--- src/rtl/alu_pkg.sv ---
// -----------------------------------------------------------------------------
// alu_pkg
// Shared definitions for the sequenced ALU stage:
//   - default datapath and shift-amount widths
//   - opcode encodings (OP_ADD .. OP_SRA); 4'b1001..4'b1111 are undefined
//   - FSM state encoding used by alu_seq_unit
//   - small opcode classification helpers
// -----------------------------------------------------------------------------
package alu_pkg;

  localparam int DEFAULT_WIDTH   = 16;
  localparam int DEFAULT_SHAMT_W = 4;

  localparam logic [3:0] OP_ADD = 4'd0;
  localparam logic [3:0] OP_SUB = 4'd1;
  localparam logic [3:0] OP_AND = 4'd2;
  localparam logic [3:0] OP_OR  = 4'd3;
  localparam logic [3:0] OP_XOR = 4'd4;
  localparam logic [3:0] OP_NOT = 4'd5;
  localparam logic [3:0] OP_SLL = 4'd6;
  localparam logic [3:0] OP_SRL = 4'd7;
  localparam logic [3:0] OP_SRA = 4'd8;

  typedef enum logic [1:0] {
    S_IDLE  = 2'd0,
    S_SHIFT = 2'd1,
    S_DONE  = 2'd2
  } state_t;

  // Opcodes above OP_SRA are undefined.
  function automatic logic is_legal(input logic [3:0] op);
    return op <= OP_SRA;
  endfunction

  function automatic logic is_shift(input logic [3:0] op);
    return (op == OP_SLL) || (op == OP_SRL) || (op == OP_SRA);
  endfunction

endpackage

--- src/rtl/alu_logic16.sv ---
// -----------------------------------------------------------------------------
// alu_logic16
// Combinational single-cycle part of the ALU: ADD, SUB, AND, OR, XOR, NOT and
// the signed-overflow flag for ADD/SUB. Shifts and undefined opcodes give
// y = 0, ovf = 0 here; the sequencer handles them.
// Ports:
//   op  - opcode (alu_pkg encodings)
//   a,b - operands
//   y   - result, modulo 2^WIDTH
//   ovf - signed overflow, ADD/SUB only
// -----------------------------------------------------------------------------
module alu_logic16
  import alu_pkg::*;
#(
  parameter int WIDTH = DEFAULT_WIDTH
) (
  input  logic [3:0]       op,
  input  logic [WIDTH-1:0] a,
  input  logic [WIDTH-1:0] b,
  output logic [WIDTH-1:0] y,
  output logic             ovf
);

  logic [WIDTH-1:0] and_y;
  logic [WIDTH-1:0] or_y;
  logic [WIDTH-1:0] xor_y;
  logic [WIDTH-1:0] not_y;
  logic [WIDTH-1:0] sum;
  logic [WIDTH-1:0] diff;

  bitwise_and #(.WIDTH(WIDTH)) u_and (.a(a), .b(b), .y(and_y));
  bitwise_or  #(.WIDTH(WIDTH)) u_or  (.a(a), .b(b), .y(or_y));
  bitwise_xor #(.WIDTH(WIDTH)) u_xor (.a(a), .b(b), .y(xor_y));
  bitwise_not #(.WIDTH(WIDTH)) u_not (.a(a), .y(not_y));

  // Carry-out is dropped: both results wrap modulo 2^WIDTH.
  assign sum  = a + b;
  assign diff = a - b;

  always_comb begin
    // NOTE: y and ovf are defaulted before the case so every path assigns
    // them and no latch is inferred.
    y   = '0;
    ovf = 1'b0;
    case (op)
      OP_ADD: begin
        y   = sum;
        // Same-sign operands producing an opposite-sign sum.
        ovf = (a[WIDTH-1] == b[WIDTH-1]) && (sum[WIDTH-1] != a[WIDTH-1]);
      end
      OP_SUB: begin
        y   = diff;
        // Opposite-sign operands where the difference flips sign from a.
        ovf = (a[WIDTH-1] != b[WIDTH-1]) && (diff[WIDTH-1] != a[WIDTH-1]);
      end
      OP_AND:  y = and_y;
      OP_OR:   y = or_y;
      OP_XOR:  y = xor_y;
      OP_NOT:  y = not_y;
      default: ;
    endcase
  end

endmodule

--- src/rtl/bitwise_and.sv ---
// -----------------------------------------------------------------------------
// bitwise_and
// Gate-level bitwise AND unit shared across the datapath.
// Ports: a, b - operands; y - a & b.
// -----------------------------------------------------------------------------
module bitwise_and #(
  parameter int WIDTH = 16
) (
  input  logic [WIDTH-1:0] a,
  input  logic [WIDTH-1:0] b,
  output logic [WIDTH-1:0] y
);
  assign y = a & b;
endmodule

--- src/rtl/bitwise_not.sv ---
// -----------------------------------------------------------------------------
// bitwise_not
// Gate-level bitwise inverter unit shared across the datapath.
// Ports: a - operand; y - ~a.
// -----------------------------------------------------------------------------
module bitwise_not #(
  parameter int WIDTH = 16
) (
  input  logic [WIDTH-1:0] a,
  output logic [WIDTH-1:0] y
);
  assign y = ~a;
endmodule

--- src/rtl/bitwise_or.sv ---
// -----------------------------------------------------------------------------
// bitwise_or
// Gate-level bitwise OR unit shared across the datapath.
// Ports: a, b - operands; y - a | b.
// -----------------------------------------------------------------------------
module bitwise_or #(
  parameter int WIDTH = 16
) (
  input  logic [WIDTH-1:0] a,
  input  logic [WIDTH-1:0] b,
  output logic [WIDTH-1:0] y
);
  assign y = a | b;
endmodule

--- src/rtl/bitwise_xor.sv ---
// -----------------------------------------------------------------------------
// bitwise_xor
// Gate-level bitwise XOR unit shared across the datapath.
// Ports: a, b - operands; y - a ^ b.
// -----------------------------------------------------------------------------
module bitwise_xor #(
  parameter int WIDTH = 16
) (
  input  logic [WIDTH-1:0] a,
  input  logic [WIDTH-1:0] b,
  output logic [WIDTH-1:0] y
);
  assign y = a ^ b;
endmodule

--- src/rtl/alu_seq_unit.sv ---
// -----------------------------------------------------------------------------
// alu_seq_unit
// Sequenced ALU stage. Accepts opcode/A/B over a valid/ready handshake,
// computes the result (logic/arith ops in one cycle, shifts one bit per
// cycle), and holds the registered result and flags until the writeback stage
// takes them.
// Ports:
//   clk, rst             - clock; synchronous active-high reset
//   in_valid / in_ready  - input handshake; in_ready only in IDLE with rst low
//   opcode, A, B         - operation and operands; B[SHAMT_W-1:0] = shift amount
//   out_valid/out_ready  - output handshake; out_valid only in DONE
//   result               - registered result
//   zero, negative       - result == 0, result MSB
//   overflow             - signed overflow of ADD/SUB
//   illegal              - opcode was undefined (result forced to 0)
// -----------------------------------------------------------------------------
module alu_seq_unit
  import alu_pkg::*;
#(
  parameter int WIDTH   = DEFAULT_WIDTH,
  parameter int SHAMT_W = DEFAULT_SHAMT_W
) (
  input  logic             clk,
  input  logic             rst,
  input  logic             in_valid,
  output logic             in_ready,
  input  logic [3:0]       opcode,
  input  logic [WIDTH-1:0] A,
  input  logic [WIDTH-1:0] B,
  output logic             out_valid,
  input  logic             out_ready,
  output logic [WIDTH-1:0] result,
  output logic             zero,
  output logic             negative,
  output logic             overflow,
  output logic             illegal
);

  state_t             state_q,     state_d;
  logic [WIDTH-1:0]   work_q,      work_d;
  logic [SHAMT_W-1:0] cnt_q,       cnt_d;
  logic [3:0]         kind_q,      kind_d;
  logic [WIDTH-1:0]   result_q,    result_d;
  logic               zero_q,      zero_d;
  logic               neg_q,       neg_d;
  logic               ovf_q,       ovf_d;
  logic               ill_q,       ill_d;
  logic               out_valid_q, out_valid_d;

  logic [WIDTH-1:0]   logic_y;
  logic               logic_ovf;
  logic [WIDTH-1:0]   work_step;
  logic [SHAMT_W-1:0] shamt;
  logic               accept;

  // Final-result bundle: any branch that completes an operation fills these
  // and the flags are derived from commit_res in one place.
  logic               commit;
  logic [WIDTH-1:0]   commit_res;
  logic               commit_ovf;
  logic               commit_ill;

  alu_logic16 #(.WIDTH(WIDTH)) u_logic (
    .op  (opcode),
    .a   (A),
    .b   (B),
    .y   (logic_y),
    .ovf (logic_ovf)
  );

  // in_ready is a function of state and rst only, never of in_valid.
  assign in_ready = (state_q == S_IDLE) && !rst;
  assign accept   = in_valid && in_ready;
  assign shamt    = B[SHAMT_W-1:0];

  // One-bit step of the working register for the captured shift kind.
  always_comb begin : shift_step
    case (kind_q)
      OP_SLL:  work_step = {work_q[WIDTH-2:0], 1'b0};
      OP_SRL:  work_step = {1'b0, work_q[WIDTH-1:1]};
      default: work_step = {work_q[WIDTH-1], work_q[WIDTH-1:1]};
    endcase
  end

  always_comb begin : next_state
    state_d     = state_q;
    work_d      = work_q;
    cnt_d       = cnt_q;
    kind_d      = kind_q;
    result_d    = result_q;
    zero_d      = zero_q;
    neg_d       = neg_q;
    ovf_d       = ovf_q;
    ill_d       = ill_q;
    out_valid_d = out_valid_q;
    commit      = 1'b0;
    commit_res  = '0;
    commit_ovf  = 1'b0;
    commit_ill  = 1'b0;

    case (state_q)
      S_IDLE: begin
        if (accept) begin
          if (!is_legal(opcode)) begin
            commit     = 1'b1;
            commit_ill = 1'b1;
          end else if (is_shift(opcode)) begin
            if (shamt == '0) begin
              // Shift by zero is a pass-through with single-cycle latency.
              commit     = 1'b1;
              commit_res = A;
            end else begin
              state_d = S_SHIFT;
              work_d  = A;
              cnt_d   = shamt;
              kind_d  = opcode;
            end
          end else begin
            commit     = 1'b1;
            commit_res = logic_y;
            commit_ovf = logic_ovf;
          end
        end
      end

      S_SHIFT: begin
        work_d = work_step;
        cnt_d  = cnt_q - SHAMT_W'(1);
        // cnt_q == 1 means this step is the last one.
        if (cnt_q == SHAMT_W'(1)) begin
          commit     = 1'b1;
          commit_res = work_step;
        end
      end

      S_DONE: begin
        // Returning to IDLE here (not accepting in the same cycle) creates
        // the one-cycle bubble between back-to-back operations.
        if (out_ready) begin
          state_d     = S_IDLE;
          out_valid_d = 1'b0;
        end
      end

      default: state_d = S_IDLE;
    endcase

    if (commit) begin
      state_d     = S_DONE;
      out_valid_d = 1'b1;
      result_d    = commit_res;
      zero_d      = (commit_res == '0);
      neg_d       = commit_res[WIDTH-1];
      ovf_d       = commit_ovf;
      ill_d       = commit_ill;
    end
  end

  always_ff @(posedge clk) begin
    // NOTE: all state is updated with non-blocking assignments so every flop
    // samples the pre-edge values regardless of statement order.
    if (rst) begin
      state_q     <= S_IDLE;
      work_q      <= '0;
      cnt_q       <= '0;
      kind_q      <= OP_ADD;
      result_q    <= '0;
      zero_q      <= 1'b0;
      neg_q       <= 1'b0;
      ovf_q       <= 1'b0;
      ill_q       <= 1'b0;
      out_valid_q <= 1'b0;
    end else begin
      state_q     <= state_d;
      work_q      <= work_d;
      cnt_q       <= cnt_d;
      kind_q      <= kind_d;
      result_q    <= result_d;
      zero_q      <= zero_d;
      neg_q       <= neg_d;
      ovf_q       <= ovf_d;
      ill_q       <= ill_d;
      out_valid_q <= out_valid_d;
    end
  end

  assign out_valid = out_valid_q;
  assign result    = result_q;
  assign zero      = zero_q;
  assign negative  = neg_q;
  assign overflow  = ovf_q;
  assign illegal   = ill_q;

endmodule
--- config.mk ---
export PLATFORM = sky130hd
export DESIGN_NAME = alu_seq_unit
export DESIGN_NICKNAME = d
export VERILOG_FILES = /design/src/rtl/alu_pkg.sv /design/src/rtl/alu_logic16.sv /design/src/rtl/bitwise_and.sv /design/src/rtl/bitwise_not.sv /design/src/rtl/bitwise_or.sv /design/src/rtl/bitwise_xor.sv /design/src/rtl/alu_seq_unit.sv
export SDC_FILE = /design/constraint.sdc
export NUM_CORES = 1
export LEC_CHECK = 0
export ABC_AREA = 1
export BUFFER_PORTS_ARGS = -buffer_cell sky130_fd_sc_hd__buf_4
export CORE_MARGIN = 8
export CORE_UTILIZATION = 47
export DETAILED_ROUTE_END_ITERATION = 10
export PLACE_DENSITY = 0.78
export SLEW_MARGIN = 15
export SYNTH_ARGS = -nofsm -noshare
export SYNTH_HDL_FRONTEND = slang
export SYNTH_SLANG_ARGS = --single-unit
--- constraint.sdc ---
create_clock -name clk -period 2.2 [get_ports clk]
set_input_delay 0.22 -clock clk [delete_from_list [all_inputs] [get_ports clk]]
set_output_delay 0.22 -clock clk [all_outputs]
set_load 0.02 [all_outputs]
==> impl_metrics.tcl <==
set metrics [dict create \
    cts_tree "done" \
    diodes 0 \
    design.core.area_um2 11500 \
    crit_chain "buf_4, inv_1, ha_1, inv_1, fa_1, xor2_1, nor2_1, nor2_1, nand3_1, a21oi_2, nand3_1, nor2_2, nand3_1, nor2_1, nand4_1, nand2_1" \
    finalWirelength_mm 19.2 \
    hold_start "A[15]" \
    synth_mux_area_share_pct 0.361 \
    end_kind "flip-flop" \
    syn_area_um2 5550 \
    internal-power_mw 2.04 \
    htree_levels 2 \
    power.switching_mw 1.08 \
    cp_slowest_cell "fa_1" \
    fin_tns_setup_ns 0 \
    synth_compound_area_share_pct 17.2 \
    fin_area_um2 7130 \
    dp_hpwl_mm 15.1 \
    cts_sinks 46 \
    synth_fp_nets 1033 \
    post-place-ws_ns -0.193 \
    place_congestion 1.01 \
    drive_above_1_share_pct 22.6 \
    hold_viol 0 \
    final_antenna_net_count 0 \
    layout.cells.non_filler 1229 \
    syn-instance-count 939 \
    area_growth_pct 28.4 \
    pwr-share-clk_pct 32.8 \
    drv_slew 0 \
    ys.flop_type "dfxtp_1" \
    placed_cells 1219 \
    die_w_um 125 \
    synth_xor_area_share_pct 0.631 \
    wl_per_cell_um 15.6 \
    layout_min_cycle_time_ns 2.04 \
    grtUsageTotal_pct 23.5 \
    ys_async_sr_fraction_pct 0 \
    dr.pass1.iters 5 \
    yosysUniqueCellTypes 39 \
    netlist_top_cells_count "nand2_1 (243), inv_1 (148), nor2_1 (98)" \
    io_pins 62 \
    clk_pin_slew_worst_paths_ns 0.07 \
    grt_pass1_vias 6513 \
    drt_iter0_markers 689 \
    min_path_type "in -> reg" \
    die_y_um 125 \
    num_rows 39 \
    placed_area_um2 6820 \
    synth_edf_count 0 \
    r2r-start "state_q[0]" \
    root_buffer "clkbuf_16" \
    cpPeakStageDelay_ns 0.43 \
    power_mw 3.12 \
    crit_required_ns 2.44 \
    route.layer.met1.wl_mm 8.11 \
    route.detailed.drc 0 \
    combPwrFrac_pct 38.7 \
    synth_most_common_cell "nand2_1" \
    slew_headroom_pct 67.0 \
    insertion_delay_ns 0.29 \
    vdd_ir_drop_max_v 0.000685 \
    critPathLaunchType "primary input" \
    route.met3.wl_mm 1.41 \
    synth_largest_area_cell "dfxtp_1" \
    arrival_ns 2.28 \
    ys_top_cells_by_area "dfxtp_1 (17%), nand2_1 (16%), ha_1 (12%)" \
    whs_path_depth 3 \
    tightestPinTransition_ns 0.495 \
    antenna_found_initial 0 \
    multi_input_area_um2 3870 \
    final_nets 1179 \
    yosysWarnings 0 \
    path_max_fanout 3 \
    hold_slack_ns 0.265 \
    power_density_nw_per_um2 437 \
    overflow 0 \
    clk_path_buf_depth 2 \
    leakagePower_nw 3.74 \
    cts_made_buffers 5 \
    ff_latch_area_um2 921 \
    synthSimpleGateAreaFrac_pct 37.4 \
    worstSetupPathType "in -> reg" \
    vias 6728 \
    p_sw_share_pct 34.5 \
    dr_wl_met2_mm 8.88 \
    die_area_um2 15500 \
    finalSetupViolations 0 \
    grt_max_degree 32 \
    drv_cap 0 \
    viasPerCell 5.47 \
    syn_avg_cell_area_um2 5.91 \
    status "finished, final reports clean" \
    nFillCells 1100 \
    fin_skew_ns 0.00512 \
    power_frac_seq_pct 28.5 \
    io_buffers 61 \
    maxUsedRoutingLayer "met4" \
    r2r-end "zero" \
    layout_setup_ws_ns 0.160 \
    fmax_mhz 490 \
    synth-seq-cells 46 \
    holdPathEnd "work_q[15]" \
    initial_core_util_pct 48.4 \
    r2r_slack_ns 0.26 \
    grt_pass1_wl_mm 31.0 \
    yosysTopAreaCellShare_pct 16.6 \
    synth_top_family_by_area "simple AND/OR/NAND/NOR gates" \
    synthAdderAreaFrac_pct 12.4 \
    yosysSeqAreaShare_pct 16.6 \
    rr_worst_depth 14 \
    min_period_over_period_pct 92.7 \
    fin_util_pct 62.1 \
]
worst max-delay path: cells and delay by family:
family	cells	cell delay, ns
and+or+nand+nor	9	0.86
adders and majority gates	2	0.57
buffers and inverters	3	0.25
AOI/OAI and AO/OA	1	0.19
xor gates and xnor gates	1	0.18
worst max path at each step:
stage          start  endpoint  cells past startpoint
6_report        A[0]      zero                     16
5_1_grt         A[2]      zero                     15
2_1_floorplan   A[0]      zero                     16
3_5_place_dp    B[4]      zero                     17
4_1_cts         B[4]      zero                     17
3_3_place_gp    A[4]      zero                     17
placed cells by master (no fill, tap or decap), drive strengths merged:
cell type  netlist  routed
mux2i            2       2
a21oi           55      55
dfxtp           46      46
o21ai           42      42
nor3             4       4
fa               2       2
nand4           26      26
nor2           106     106
clkbuf           7       6
o21bai           3       3
bufinv           0       2
a211oi          20      20
nand3           82      82
o22ai           28      28
buf             31     177
a31oi            8       8
a22o             2       2
ha              52      52
inv            157     157
and2             4       4
o41ai            1       1
or2              4       4
xor2             4       4
nand3b           1       1
nand2          252     252
layout make-up:
type	count	area share [%]
multi-input cells	698	54.3
clock buffers	6	1.95
well taps	143	2.51
repair buffers	177	19.2
flip-flops and latches	46	12.9
inverters	157	8.27
clock inverters	2	0.843
power groups by stage:
stage	registers (mW)	clock network [mW]	logic, mW
finish	0.887	1.02	1.21
global route	0.890	1.04	1.33
CTS	0.886	1.01	1.16
detailed placement	0.903	0	1.15
global placement	0.902	0	1.14
floorplan	0.911	0	0.673
logic make-up after synthesis:
family / Yosys count
and+or+nand+nor: 479
buffers and inverters: 195
AOI/OAI and AO/OA: 159
adders and majority gates: 54
DFF: 46
xor gates and xnor gates: 4
muxes: 2
repair_timing:
action                     4_1_cts  5_1_grt
setup buffers                    0        2
gates resized for setup          0       26
hold buffers                     0        0
setup endpoints to repair        0        5
metal layers:
metal / track usage (%) / vias up
met3: 3.45 / 69
met4: 11.0 / 0
met1: 28.8 / 3029
met2: 39.6 / 303
met5: 0 / -
li1: - / 3327
sequential cells by signal, summed over array words and instances, names as in the netlist:
| register | count |
|---|---|
| cnt_q | 4 |
| illegal | 1 |
| kind_q | 4 |
| out_valid | 1 |
| overflow | 1 |
| result | 16 |
| state_q | 2 |
| work_q | 16 |
| zero | 1 |
No activity file was read; power rests on OpenSTA's default activity.
